[src/rtl/mem_arbiter_pkg.sv]
// Shared types for the memory-port arbiter.
// Op codes, FSM encoding and port indices.
package mem_arbiter_pkg;

  typedef enum logic [1:0] {
    MW_NONE = 2'd0,
    MW_WORD = 2'd1,
    MW_DMA  = 2'd2,
    MW_BYTE = 2'd3
  } mw_op_e;

  typedef enum logic [1:0] {
    IDLE,
    ISSUE,
    WAIT,
    RESP
  } state_e;

  localparam logic P_CPU = 1'b0;
  localparam logic P_DMA = 1'b1;

endpackage

[src/rtl/mem_rr_pick.sv]
// Two-way round-robin pick: req + last owner -> one-hot winner.
// Shared with the IO-bus arbiter.
import mem_arbiter_pkg::*;

module mem_rr_pick (
  input  logic [1:0] req,
  input  logic       last_gnt,
  output logic [1:0] win
);

  always_comb begin
    win = 2'b00;
    unique case (1'b1)
      (req == 2'b11): win = (last_gnt == P_DMA) ? 2'b01 : 2'b10;
      (req == 2'b01): win = 2'b01;
      (req == 2'b10): win = 2'b10;
      default:        win = 2'b00;
    endcase
  end

endmodule

[src/rtl/mem_arbiter.sv]
// CPU/DMA arbiter for the single memory port.
// One transaction at a time, fixed read latency, one-cycle ack.
import mem_arbiter_pkg::*;

module mem_arbiter #(
  parameter int AW      = 32,
  parameter int DW      = 32,
  parameter int MEM_LAT = 1
) (
  input  logic          clk,
  input  logic          rst,
  input  logic          c_req,
  input  logic [1:0]    c_op,
  input  logic [AW-1:0] c_addr,
  input  logic [DW-1:0] c_wdata,
  output logic          c_ack,
  output logic [DW-1:0] c_rdata,
  input  logic          d_req,
  input  logic [1:0]    d_op,
  input  logic [AW-1:0] d_addr,
  input  logic [DW-1:0] d_wdata,
  output logic          d_ack,
  output logic [DW-1:0] d_rdata,
  output logic          mem_rd,
  output logic [1:0]    mem_wr,
  output logic [AW-1:0] mem_addr,
  output logic [DW-1:0] mem_wdata,
  input  logic [DW-1:0] mem_rdata,
  output logic          busy,
  output logic [1:0]    gnt
);

  localparam int CW = (MEM_LAT > 1) ? $clog2(MEM_LAT) : 1;

  state_e        state, state_n;
  logic [CW-1:0] cnt, cnt_n;
  logic [1:0]    op_q, op_n;
  logic          last_gnt, last_n;
  logic [1:0]    win, gnt_n;
  logic          done;
  logic          busy_n;
  logic          mem_rd_n;
  logic [1:0]    mem_wr_n;
  logic [AW-1:0] mem_addr_n;
  logic [DW-1:0] mem_wdata_n;
  logic          c_ack_n, d_ack_n;
  logic [DW-1:0] c_rdata_n, d_rdata_n;
  logic [1:0]    sel_op;
  logic [AW-1:0] sel_addr;
  logic [DW-1:0] sel_wdata;

  mem_rr_pick u_pick (
    .req      ({d_req, c_req}),
    .last_gnt (last_gnt),
    .win      (win)
  );

  assign sel_op    = win[P_DMA] ? d_op    : c_op;
  assign sel_addr  = win[P_DMA] ? d_addr  : c_addr;
  assign sel_wdata = win[P_DMA] ? d_wdata : c_wdata;

  always_comb begin
    state_n     = state;
    cnt_n       = cnt;
    op_n        = op_q;
    gnt_n       = gnt;
    last_n      = last_gnt;
    done        = 1'b0;
    mem_rd_n    = 1'b0;
    mem_wr_n    = 2'b00;
    mem_addr_n  = mem_addr;
    mem_wdata_n = mem_wdata;
    c_ack_n     = 1'b0;
    d_ack_n     = 1'b0;
    c_rdata_n   = c_rdata;
    d_rdata_n   = d_rdata;
    unique case (state)
      IDLE: begin
        if (|win) begin
          state_n     = ISSUE;
          op_n        = sel_op;
          gnt_n       = win;
          last_n      = win[P_DMA];
          mem_rd_n    = (sel_op == MW_NONE);
          mem_wr_n    = sel_op;
          mem_addr_n  = sel_addr;
          mem_wdata_n = (sel_op == MW_NONE) ? '0 : sel_wdata;
        end
      end
      ISSUE: begin
        if (op_q == MW_NONE && MEM_LAT > 1) begin
          state_n = WAIT;
          cnt_n   = CW'(MEM_LAT - 1);
        end else begin
          done = 1'b1;
        end
      end
      WAIT: begin
        if (cnt == CW'(1)) done = 1'b1;
        else cnt_n = cnt - CW'(1);
      end
      RESP: begin
        state_n = IDLE;
        gnt_n   = 2'b00;
      end
    endcase
    // Read data is sampled on the same edge that enters RESP.
    if (done) begin
      state_n = RESP;
      c_ack_n = gnt[P_CPU];
      d_ack_n = gnt[P_DMA];
      if (op_q == MW_NONE) begin
        if (gnt[P_CPU]) c_rdata_n = mem_rdata;
        if (gnt[P_DMA]) d_rdata_n = mem_rdata;
      end
    end
    busy_n = (state_n != IDLE);
  end

  always_ff @(posedge clk or negedge rst) begin
    if (!rst) begin
      state     <= IDLE;
      cnt       <= '0;
      op_q      <= 2'b00;
      gnt       <= 2'b00;
      last_gnt  <= P_DMA;
      busy      <= 1'b0;
      mem_rd    <= 1'b0;
      mem_wr    <= 2'b00;
      mem_addr  <= '0;
      mem_wdata <= '0;
      c_ack     <= 1'b0;
      d_ack     <= 1'b0;
      c_rdata   <= '0;
      d_rdata   <= '0;
    end else begin
      state     <= state_n;
      cnt       <= cnt_n;
      op_q      <= op_n;
      gnt       <= gnt_n;
      last_gnt  <= last_n;
      busy      <= busy_n;
      mem_rd    <= mem_rd_n;
      mem_wr    <= mem_wr_n;
      mem_addr  <= mem_addr_n;
      mem_wdata <= mem_wdata_n;
      c_ack     <= c_ack_n;
      d_ack     <= d_ack_n;
      c_rdata   <= c_rdata_n;
      d_rdata   <= d_rdata_n;
    end
  end

endmodule
[config.mk]
export PLATFORM = sky130hd
export DESIGN_NAME = mem_arbiter
export DESIGN_NICKNAME = d
export VERILOG_FILES = /design/src/rtl/mem_arbiter_pkg.sv /design/src/rtl/mem_rr_pick.sv /design/src/rtl/mem_arbiter.sv
export SDC_FILE = /design/constraint.sdc
export NUM_CORES = 1
export LEC_CHECK = 0
export ABC_AREA = 1
export BUFFER_PORTS_ARGS = -buffer_cell sky130_fd_sc_hd__buf_2
export CORE_MARGIN = 3
export CORE_UTILIZATION = 30
export DETAILED_ROUTE_END_ITERATION = 8
export SLEW_MARGIN = 20
export SYNTH_ARGS = -nofsm -noshare
export SYNTH_HDL_FRONTEND = slang
export SYNTH_SLANG_ARGS = --single-unit
[constraint.sdc]
create_clock -name clk -period 2.5 [get_ports clk]
set_clock_uncertainty 0.2 [all_clocks]
set_input_delay 0.5 -clock clk [delete_from_list [all_inputs] [get_ports clk]]
set_output_delay 0.5 -clock clk [all_outputs]
set_load 0.02 [all_outputs]
==> flow_summary.toml, run 1 <==
[power]
power.leakage_uw = 0.00484
p_total_uw = 12000
comb_power_share_pct = 45.8
p_seq_share_pct = 33.5
power.switching_uw = 5510
pwr-share-clk_pct = 20.7
irDropWorstVdd_v = 0.000626
p_int_uw = 6520
p_sw_share_pct = 45.8
power_density_nw_per_um2 = 1350

[critical_path]
cpMostUsedCell = "inv_1"
critPathTopFamily = "buffers and inverters"
path_cells = "inv_1 > ha_1 > inv_1 > nor2_4 > buf_4 > nand2_1 > o22ai_1"
cp_max_fo = 37
critPathLaunchType = "flip-flop"
cp.buffers_inverters = 3
cp.arrival_ns = 2.20
cp.required_ns = 2.60
critPathCaptureType = "flip-flop"
worst-setup-path-type = "reg -> reg"
max_stage_delay_ns = 0.40
cpMaxStageDelayCell = "dfrtp_1"

[yosys]
yosysSeqAreaShare_pct = 54.1
synth_top_family_by_area = "simple AND/OR/NAND/NOR gates"
synth-seq-cells = 142
synth_cells = 831
async_reset_ff_share_pct = 100
synth_nets = 1003
yosysTopAreaCell = "dfrtp_1"
synthTopCellsByArea = "dfrtp_1, nand2_1, nand4_1"
synth-xor-area-share_pct = 0
synth_compound_area_share_pct = 3.91
synth.avg_cell_area_um2 = 7.90
synthTopCellsByCount = "nand2_1, dfrtp_1, nor2_1"
synthesis.area_um2 = 6570
yosys.area.top_type_share_pct = 53.7
yosys_warnings = 0
synth_cell_types = 24
synthFlopType = "dfrtp_1"
synth-simple-area-share_pct = 33.8
synth_mux_area_share_pct = 0
synthAdderAreaFrac_pct = 0.762
yosysMostFrequentCell = "nand2_1"
synth-edff-count = 0

[finish]
stdcell_area_um2 = 8900
drive_gt1_share_pct = 32.4
nets = 1284
diodes = 0
final_cells = 1400
fillCellCount = 2191
syn_to_final_growth_pct = 35.6

[timing]
layout_min_cycle_time_ns = 2.10
finalMaxSlewViolations = 0
post-route-period-util_pct = 84.1
rsz0062_at_grt = "no"
maxSlewHeadroom_pct = 56.4
setup_violations = 0
tns_ns = 0
fmax_mhz = 476
layout_setup_ws_ns = 0.399
worstMarginPinSlew_ns = 0.654
hold_viol = 0

[drt]
route.antenna.remaining_nets = 0
top_layer_used = "met5"
via_per_inst = 4.58
via_count = 6415
drt_iter0_markers = 448
wl_um = 20600
dr_wl_met2_um = 9310
firstDrtPassIters = 4
avgRoutedWirePerCell_um = 14.7
wl_met3_um = 1830
drc = 0
met1_length_um = 9130

[clocking]
cts_num_sinks = 142
root_buffer = "clkbuf_16"
cts_tree = "done"
path_clk_slew_ns = 0.06
clk_latency_ns = 0.41
cts_made_buffers = 17
cts_htree_levels = 4
ctsResizeCount = 0
cts_buffer_depth = 2

[placement]
dp_slack_ns = 0.428
placed_cells = 1367
dp_hpwl_um = 14700
place_congestion = 0.814
place_area_um2 = 8320
port_buffers = 303

[grt]
antenna_found_initial = 2
grt_util_all_layers_pct = 16.9
gr-total-overflow = 0
grt_max_degree = 65
grt_pass1_vias = 6168
grt_first_pass_wirelength_um = 32700

[outcome]
status = "finished clean"

[die]
fp.dieW_um = 154
die_h_um = 154
core_area_um2 = 21300
dieArea_um2 = 23700
num_io_pins = 304
rows = 53
start_util_pct = 30.9

[hold_path]
hold_path_class = "in -> reg"

[run]
cap_violations = 0
tightest hold or removal path: cells and delay by family:
kind            cells  cell delay (ns)
compound gates      1             0.06
buf+inv             1             0.09
simple gates        1             0.05
through the flow:
| step | hold slack (ns) | utilization, % |
|---|---|---|
| 4_1_cts | 0.107 | 41.8 |
| 2_1_floorplan | 0.00441 | - |
| 3_5_place_dp | 0.254 | 39.1 |
| 3_3_place_gp | 0.249 | 39.1 |
| 6_report | 0.132 | 41.8 |
| 5_1_grt | 0.116 | 41.8 |
metal layers:
metal / vias to the layer above / global-route usage, %
li1: 3198 / -
met1: 2929 / 22.7
met2: 255 / 26.1
met3: 29 / 6.42
met4: 4 / 3.87
met5: - / 0
placed cells by master (no fill, tap or decap), types with 5 or more instances in the layout:
cell type  instances
dfrtp_1          141
nor2_1           101
o21ai_0            6
buf_2            302
inv_6              5
clkbuf_16         17
buf_4             13
nand4_1           64
a31oi_1           32
inv_1             44
nand2_1          362
cells by family (layout without fill, tap and decap cells):
logic type      count (synthesis)  count (layout)
compound gates                 42              42
flops                         142             142
fa+ha+maj                       4               4
simple gates                  539             539
buf+inv                       104             398
power by group through the flow:
stage	sequential [uW]	clock [uW]	combinational [uW]
2_1_floorplan	5260	0	2340
3_3_place_gp	4060	0	5510
3_5_place_dp	4050	0	5580
4_1_cts	4040	2580	5560
5_1_grt	4160	2690	6080
6_report	4030	2490	5510
registers in the layout (all words and copies together), names as in the netlist:
| register | flops |
|---|---|
| mem_addr | 32 |
| c_ack | 1 |
| mem_wdata | 32 |
| mem_rd | 1 |
| gnt | 2 |
| cnt | 1 |
| c_rdata | 32 |
| d_ack | 1 |
| last_gnt | 1 |
| d_rdata | 32 |
| state | 2 |
| mem_wr | 2 |
| busy | 1 |
| op_q | 2 |
repair_timing:
item,CTS,global route
hold buffers,1,0
buffers inserted,0,0
hold endpoints to repair,46,0
final timing paths:
| path | from | to | cells after the start | slack [ns] |
|---|---|---|---|---|
| setup reg to reg | state[0] | gnt[1] | 7 | 0.40 |
| hold reg to reg | d_rdata[22] | d_rdata[22] | 2 | 0.26 |
| min in group asynchronous | rst | d_rdata[1] | 2 | 0.42 |
| hold / removal | d_addr[3] | mem_addr[3] | 3 | 0.13 |
| setup / recovery | state[0] | gnt[1] | 7 | 0.40 |
| max in group asynchronous | rst | last_gnt | 3 | 1.04 |
cell type report:
class | count | area (um^2) | share of cell area (%)
inverter | 45 | 169 | 1.90
timing repair buffer | 321 | 1710 | 19.2
tap | 275 | 344 | 3.86
multi-input combinational | 585 | 2550 | 28.6
clock inverter | 15 | 153 | 1.71
sequential | 142 | 3550 | 39.9
clock buffer | 17 | 425 | 4.78
Power figures use the tool's default switching activity.
==> inputs of run 2 (changes only) <==
- clock period: 2.5 -> 1.9 ns (I/O delays scaled with it)
==> flow_summary.toml, run 2 (same netlist as run 1, synthesis figures left out) <==
[die]
dieArea_um2 = 23700
core_area_um2 = 21300
die_h_um = 154
num_io_pins = 304
rows = 53
start_util_pct = 30.9
fp.dieW_um = 154

[grt]
grt_pass1_vias = 6453
gr-total-overflow = 0
antenna_found_initial = 2
grt_first_pass_wirelength_um = 33300
grt_util_all_layers_pct = 17.2
grt_max_degree = 65

[drt]
wl_um = 21200
via_count = 6606
avgRoutedWirePerCell_um = 14.7
drc = 0
drt_iter0_markers = 396
route.antenna.remaining_nets = 0
firstDrtPassIters = 5
via_per_inst = 4.57

[clocking]
path_clk_slew_ns = 0.07
cts_num_sinks = 142
root_buffer = "clkbuf_16"
cts_htree_levels = 4
cts_made_buffers = 17
cts_tree = "done"
cts_buffer_depth = 2
clk_latency_ns = 0.41

[critical_path]
rr_endpoint = "c_rdata[31]"
critPathLaunchType = "flip-flop"
r2r_slack_ns = 0.08
max_stage_delay_ns = 0.41
critPathTopFamily = "flip-flops"
cp_max_fo = 49
reg2reg_depth = 7
worst-setup-path-type = "reg -> reg"
cp.arrival_ns = 1.96
path_cells = "inv_2 > ha_2 > nand2_1 > a21oi_4 > buf_12 > nand4_1 > nand2_1"
cp.required_ns = 2.04
r2r-start = "state[0]"
critPathCaptureType = "flip-flop"
cpMaxStageDelayCell = "dfrtp_1"
cp.buffers_inverters = 2
cpMostUsedCell = "nand2_1"

[finish]
nets = 1330
final_cell_mix = "nand2_1, buf_2, dfrtp_1"
drive_gt1_share_pct = 32.9
syn_to_final_growth_pct = 44.8
final_common_cell = "nand2_1"
diodes = 0

[power]
power_density_nw_per_um2 = 1720
power.leakage_uw = 0.00511
irDropWorstVdd_v = 0.000700

[timing]
tns_ns = 0
worstMarginPinSlew_ns = 0.317
layout_min_cycle_time_ns = 1.82
hold_viol = 0
fmax_mhz = 550
post-route-period-util_pct = 95.8
fin_hold_ws_ns = 0.0171
finalMaxSlewViolations = 0
rsz0062_at_grt = "no"
setup_violations = 0
maxSlewHeadroom_pct = 78.9

[run]
cap_violations = 0

[placement]
place_congestion = 0.822
port_buffers = 303
dp_hpwl_um = 14600

[hold_path]
hold_path_class = "in -> reg"
holdPathStages = 3
min_to = "mem_addr[23]"
hold_start = "c_addr[23]"

[outcome]
status = "finished clean"
run 2: how the worst max path moves through the flow:
stage	from	end	slack (ns)	depth (start not counted)
final	state[0]	c_rdata[31]	0.08	7
after global routing	last_gnt	mem_wdata[26]	0.007	9
after CTS	state[0]	c_rdata[31]	0.03	8
after detailed placement	state[0]	d_rdata[23]	0.05	8
after global placement	state[0]	mem_addr[8]	0.1	8
after floorplan	state[0]	c_rdata[10]	0.19	8
run 2: tightest hold or removal path, cell delays in order:
cell	delay, ns
buf_2	0.10
nand2_1	0.05
a31oi_1	0.07
run 2: repair_timing:
action,CTS,global route
gates cloned,0,2
endpoints found under the setup margin,1,78
endpoints found under the hold margin,164,0
gates resized for setup,1,6
hold buffers,32,0
setup buffers,0,3
pin swaps,0,2
run 2: metrics by stage:
| stage | setup slack [ns] | std cells | cell area, um^2 | utilization, % | power [uW] |
|---|---|---|---|---|---|
| floorplan | 0.190 | 831 | 6570 | - | 10000 |
| global placement | 0.0958 | 1377 | 8490 | 39.9 | 12800 |
| detailed placement | 0.0450 | 1377 | 8490 | 39.9 | 12900 |
| CTS | 0.0274 | 1441 | 9400 | 44.1 | 16300 |
| global route | 0.00748 | 1446 | 9510 | 44.7 | 17600 |
| finish | 0.0805 | 1446 | 9510 | 44.7 | 16400 |
run 2: area by class of cell:
cell class / count / area, um^2
fillers: 2171 / 11800
flip-flops and latches: 142 / 3560
multi-input cells: 585 / 2570
repair buffers: 367 / 2280
clock buffers: 19 / 453
well taps: 275 / 344
inverters: 45 / 169
clock inverters: 13 / 131
run 2: metal layers:
layer,track usage (%),wire length (um)
met4,4.08,261
met1,22.3,9230
met5,0,21
met2,27.6,9860
met3,6.16,1840
run 2: where the power goes:
| group | switching (uW) | internal (uW) | leakage [uW] |
|---|---|---|---|
| Combinational | 5110 | 2650 | 0.00320 |
| Sequential | 829 | 4480 | 0.00163 |
| Clock | 1400 | 1910 | 0.000288 |
| Total | 7340 | 9040 | 0.00511 |
==> inputs of run 3 (changes only) <==
- CTS_CLUSTER_DIAMETER: not set -> 30
- SYNTH_HIERARCHICAL: not set -> 1
==> flow_summary.toml, run 3 <==
[outcome]
status = "finished clean"

[grt]
grt_max_degree = 60
grt_first_pass_wirelength_um = 34500
grt_util_all_layers_pct = 17.8
grtUsageMet3_pct = 5.15
antenna_found_initial = 0
use_met1_pct = 24.0
grt_pass1_vias = 6571
grt_use_met2_pct = 28.3
busiest_layer = "met2"
gr-total-overflow = 0

[critical_path]
crit_start = "state[1]"
r2r_slack_ns = 0.07
rr_endpoint = "d_rdata[7]"
cp.required_ns = 2.05
cp.arrival_ns = 1.98
critPathLaunchType = "flip-flop"
endpoint = "d_rdata[7]"
critPathCaptureType = "flip-flop"
cp_max_fo = 23
worst-setup-path-type = "reg -> reg"
reg2reg_depth = 8
r2r-start = "state[1]"

[yosys]
yosysMostFrequentCell = "nand2_1"
yosysSeqAreaShare_pct = 54.1
async_reset_ff_share_pct = 100
synth_nets = 944
synthTopCellsByArea = "dfrtp_1, nand2_1, nand4_1"
yosys.area.top_type_share_pct = 53.7
synthTopCellsByCount = "nand2_1, dfrtp_1, nand4_1"
synth_cell_types = 25
synthFlopType = "dfrtp_1"
synth-edff-count = 0
synthesis.area_um2 = 6580
yosys_warnings = 6
yosysTopAreaCell = "dfrtp_1"
synth-seq-cells = 142
synth_cells = 771
synth.avg_cell_area_um2 = 8.53

[placement]
place_congestion = 0.817
dp_slack_ns = 0.0400
port_buffers = 303
dp_hpwl_um = 15000

[finish]
final_cell_mix = "nand2_1, buf_2, dfrtp_1"
nets = 1278
seq_area_um2 = 3550
fillCellCount = 2105
multiInputGateArea_um2 = 2630
final_common_cell = "nand2_1"
diodes = 0
final_util_pct = 44.4
syn_to_final_growth_pct = 43.7
drive_gt1_share_pct = 36.2

[timing]
worstMarginPinSlew_ns = 0.502
setup_violations = 0
finalMaxSlewViolations = 0
post-route-period-util_pct = 96.3
maxSlewHeadroom_pct = 66.6
rsz0062_at_grt = "yes"
layout_min_cycle_time_ns = 1.83
fmax_mhz = 547
hold_viol = 0
tns_ns = 0
layout_setup_ws_ns = 0.0705

[die]
die_h_um = 154
core_area_um2 = 21300
fp.dieW_um = 154
dieArea_um2 = 23700
start_util_pct = 30.9
num_io_pins = 304
rows = 53

[drt]
route.antenna.remaining_nets = 0
drt_iter0_markers = 476
firstDrtPassIters = 5
via_per_inst = 4.68
via_count = 6516
avgRoutedWirePerCell_um = 15.4
drc = 0
wl_um = 21400

[run]
cap_violations = 0

[clocking]
path_clk_slew_ns = 0.06
cts_tree = "done"
clk_latency_ns = 0.42
cts_made_buffers = 17
root_buffer = "clkbuf_16"
cts_htree_levels = 4
cts_buffer_depth = 2
cts_num_sinks = 142

[hold_path]
hold_start = "c_addr[1]"
hold_path_class = "in -> reg"

[power]
irDropWorstVdd_v = 0.000633
power_density_nw_per_um2 = 1730
p_total_uw = 16400
power.leakage_uw = 0.00510
[run 3: cell count changes after synthesis, sizes merged]
cell / before / now
inv: 45 / 14
ha: 4 / 5
buf: 41 / 45
nand3b: 1 / 0
o22ai: 2 / 0
a31oi: 32 / 0
nand3: 3 / 2
o21ai: 7 / 9
nand4: 64 / 67
a21oi: 1 / 34
nor2: 104 / 6
or2: 1 / 33
clkbuf: 18 / 15
o211ai: 0 / 33
[run 3: layout make-up]
type                            count  area share (%)
Sequential cell                   142            37.6
Clock buffer                       17            4.50
Multi-Input combinational cell    555            27.9
Tap cell                          275            3.64
Timing Repair Buffer              375            24.3
Inverter                           14           0.556
Clock inverter                     15            1.52
[run 3: how the worst min path moves through the flow]
| stage | endpoint | slack, ns | depth (start not counted) |
|---|---|---|---|
| 6_report | mem_addr[1] | 0.02 | 3 |
| 5_1_grt | d_rdata[30] | 0.01 | 3 |
| 4_1_cts | d_rdata[15] | 0.002 | 3 |
| 3_5_place_dp | c_ack | 0.18 | 1 |
| 3_3_place_gp | c_rdata[28] | 0.17 | 1 |
| 2_1_floorplan | busy | -0.12 | 0 |
[run 3: cell families (layout without fill, tap and decap cells)]
| family | Yosys count | count (layout) | synth area share (%) |
|---|---|---|---|
| AO/OA/AOI/OAI | 76 | 76 | 7.55 |
| adder cells (fa/ha/maj) | 5 | 5 | 0.951 |
| buffers and inverters | 74 | 421 | 6.34 |
| flip-flops | 142 | 142 | 54.1 |
| AND/OR/NAND/NOR | 474 | 474 | 31.1 |
[run 3: per-layer routing]
layer | up-vias | part of all wire, %
li1 | 3187 | -
met1 | 3052 | 45
met2 | 253 | 47
met3 | 24 | 7.3
met4 | 0 | 1.6
met5 | - | 0
[run 3: worst max-delay path, cell delays in order (launching register included)]
cell and delay (ns):
dfrtp_1 0.38, inv_1 0.09, ha_1 0.31, inv_1 0.09
a21oi_4 0.18, buf_4 0.17, clkbuf_16 0.18, nand4_1 0.09
nand2_1 0.07
[run 3: metrics by stage]
step | cells | hold WS, ns | cell area, um^2
6_report | 1393 | 0.0233 | 9450
2_1_floorplan | 771 | -0.116 | 6580
4_1_cts | 1386 | 0.00237 | 9370
3_5_place_dp | 1324 | 0.176 | 8500
5_1_grt | 1393 | 0.0113 | 9450
3_3_place_gp | 1324 | 0.170 | 8500
[run 3: repair_timing]
action | 4_1_cts | 5_1_grt
setup endpoints to repair | 0 | 28
hold endpoints to repair | 69 | 0
resized for setup | 0 | 1
setup buffers | 0 | 6
hold buffers | 30 | 0
[run 3: where the power goes]
group / switching, uW / total [uW] / leakage [uW] / internal, uW
Combinational: 5150 / 7870 / 0.00310 / 2720
Clock: 1480 / 3230 / 0.000280 / 1740
Sequential: 791 / 5260 / 0.00171 / 4460
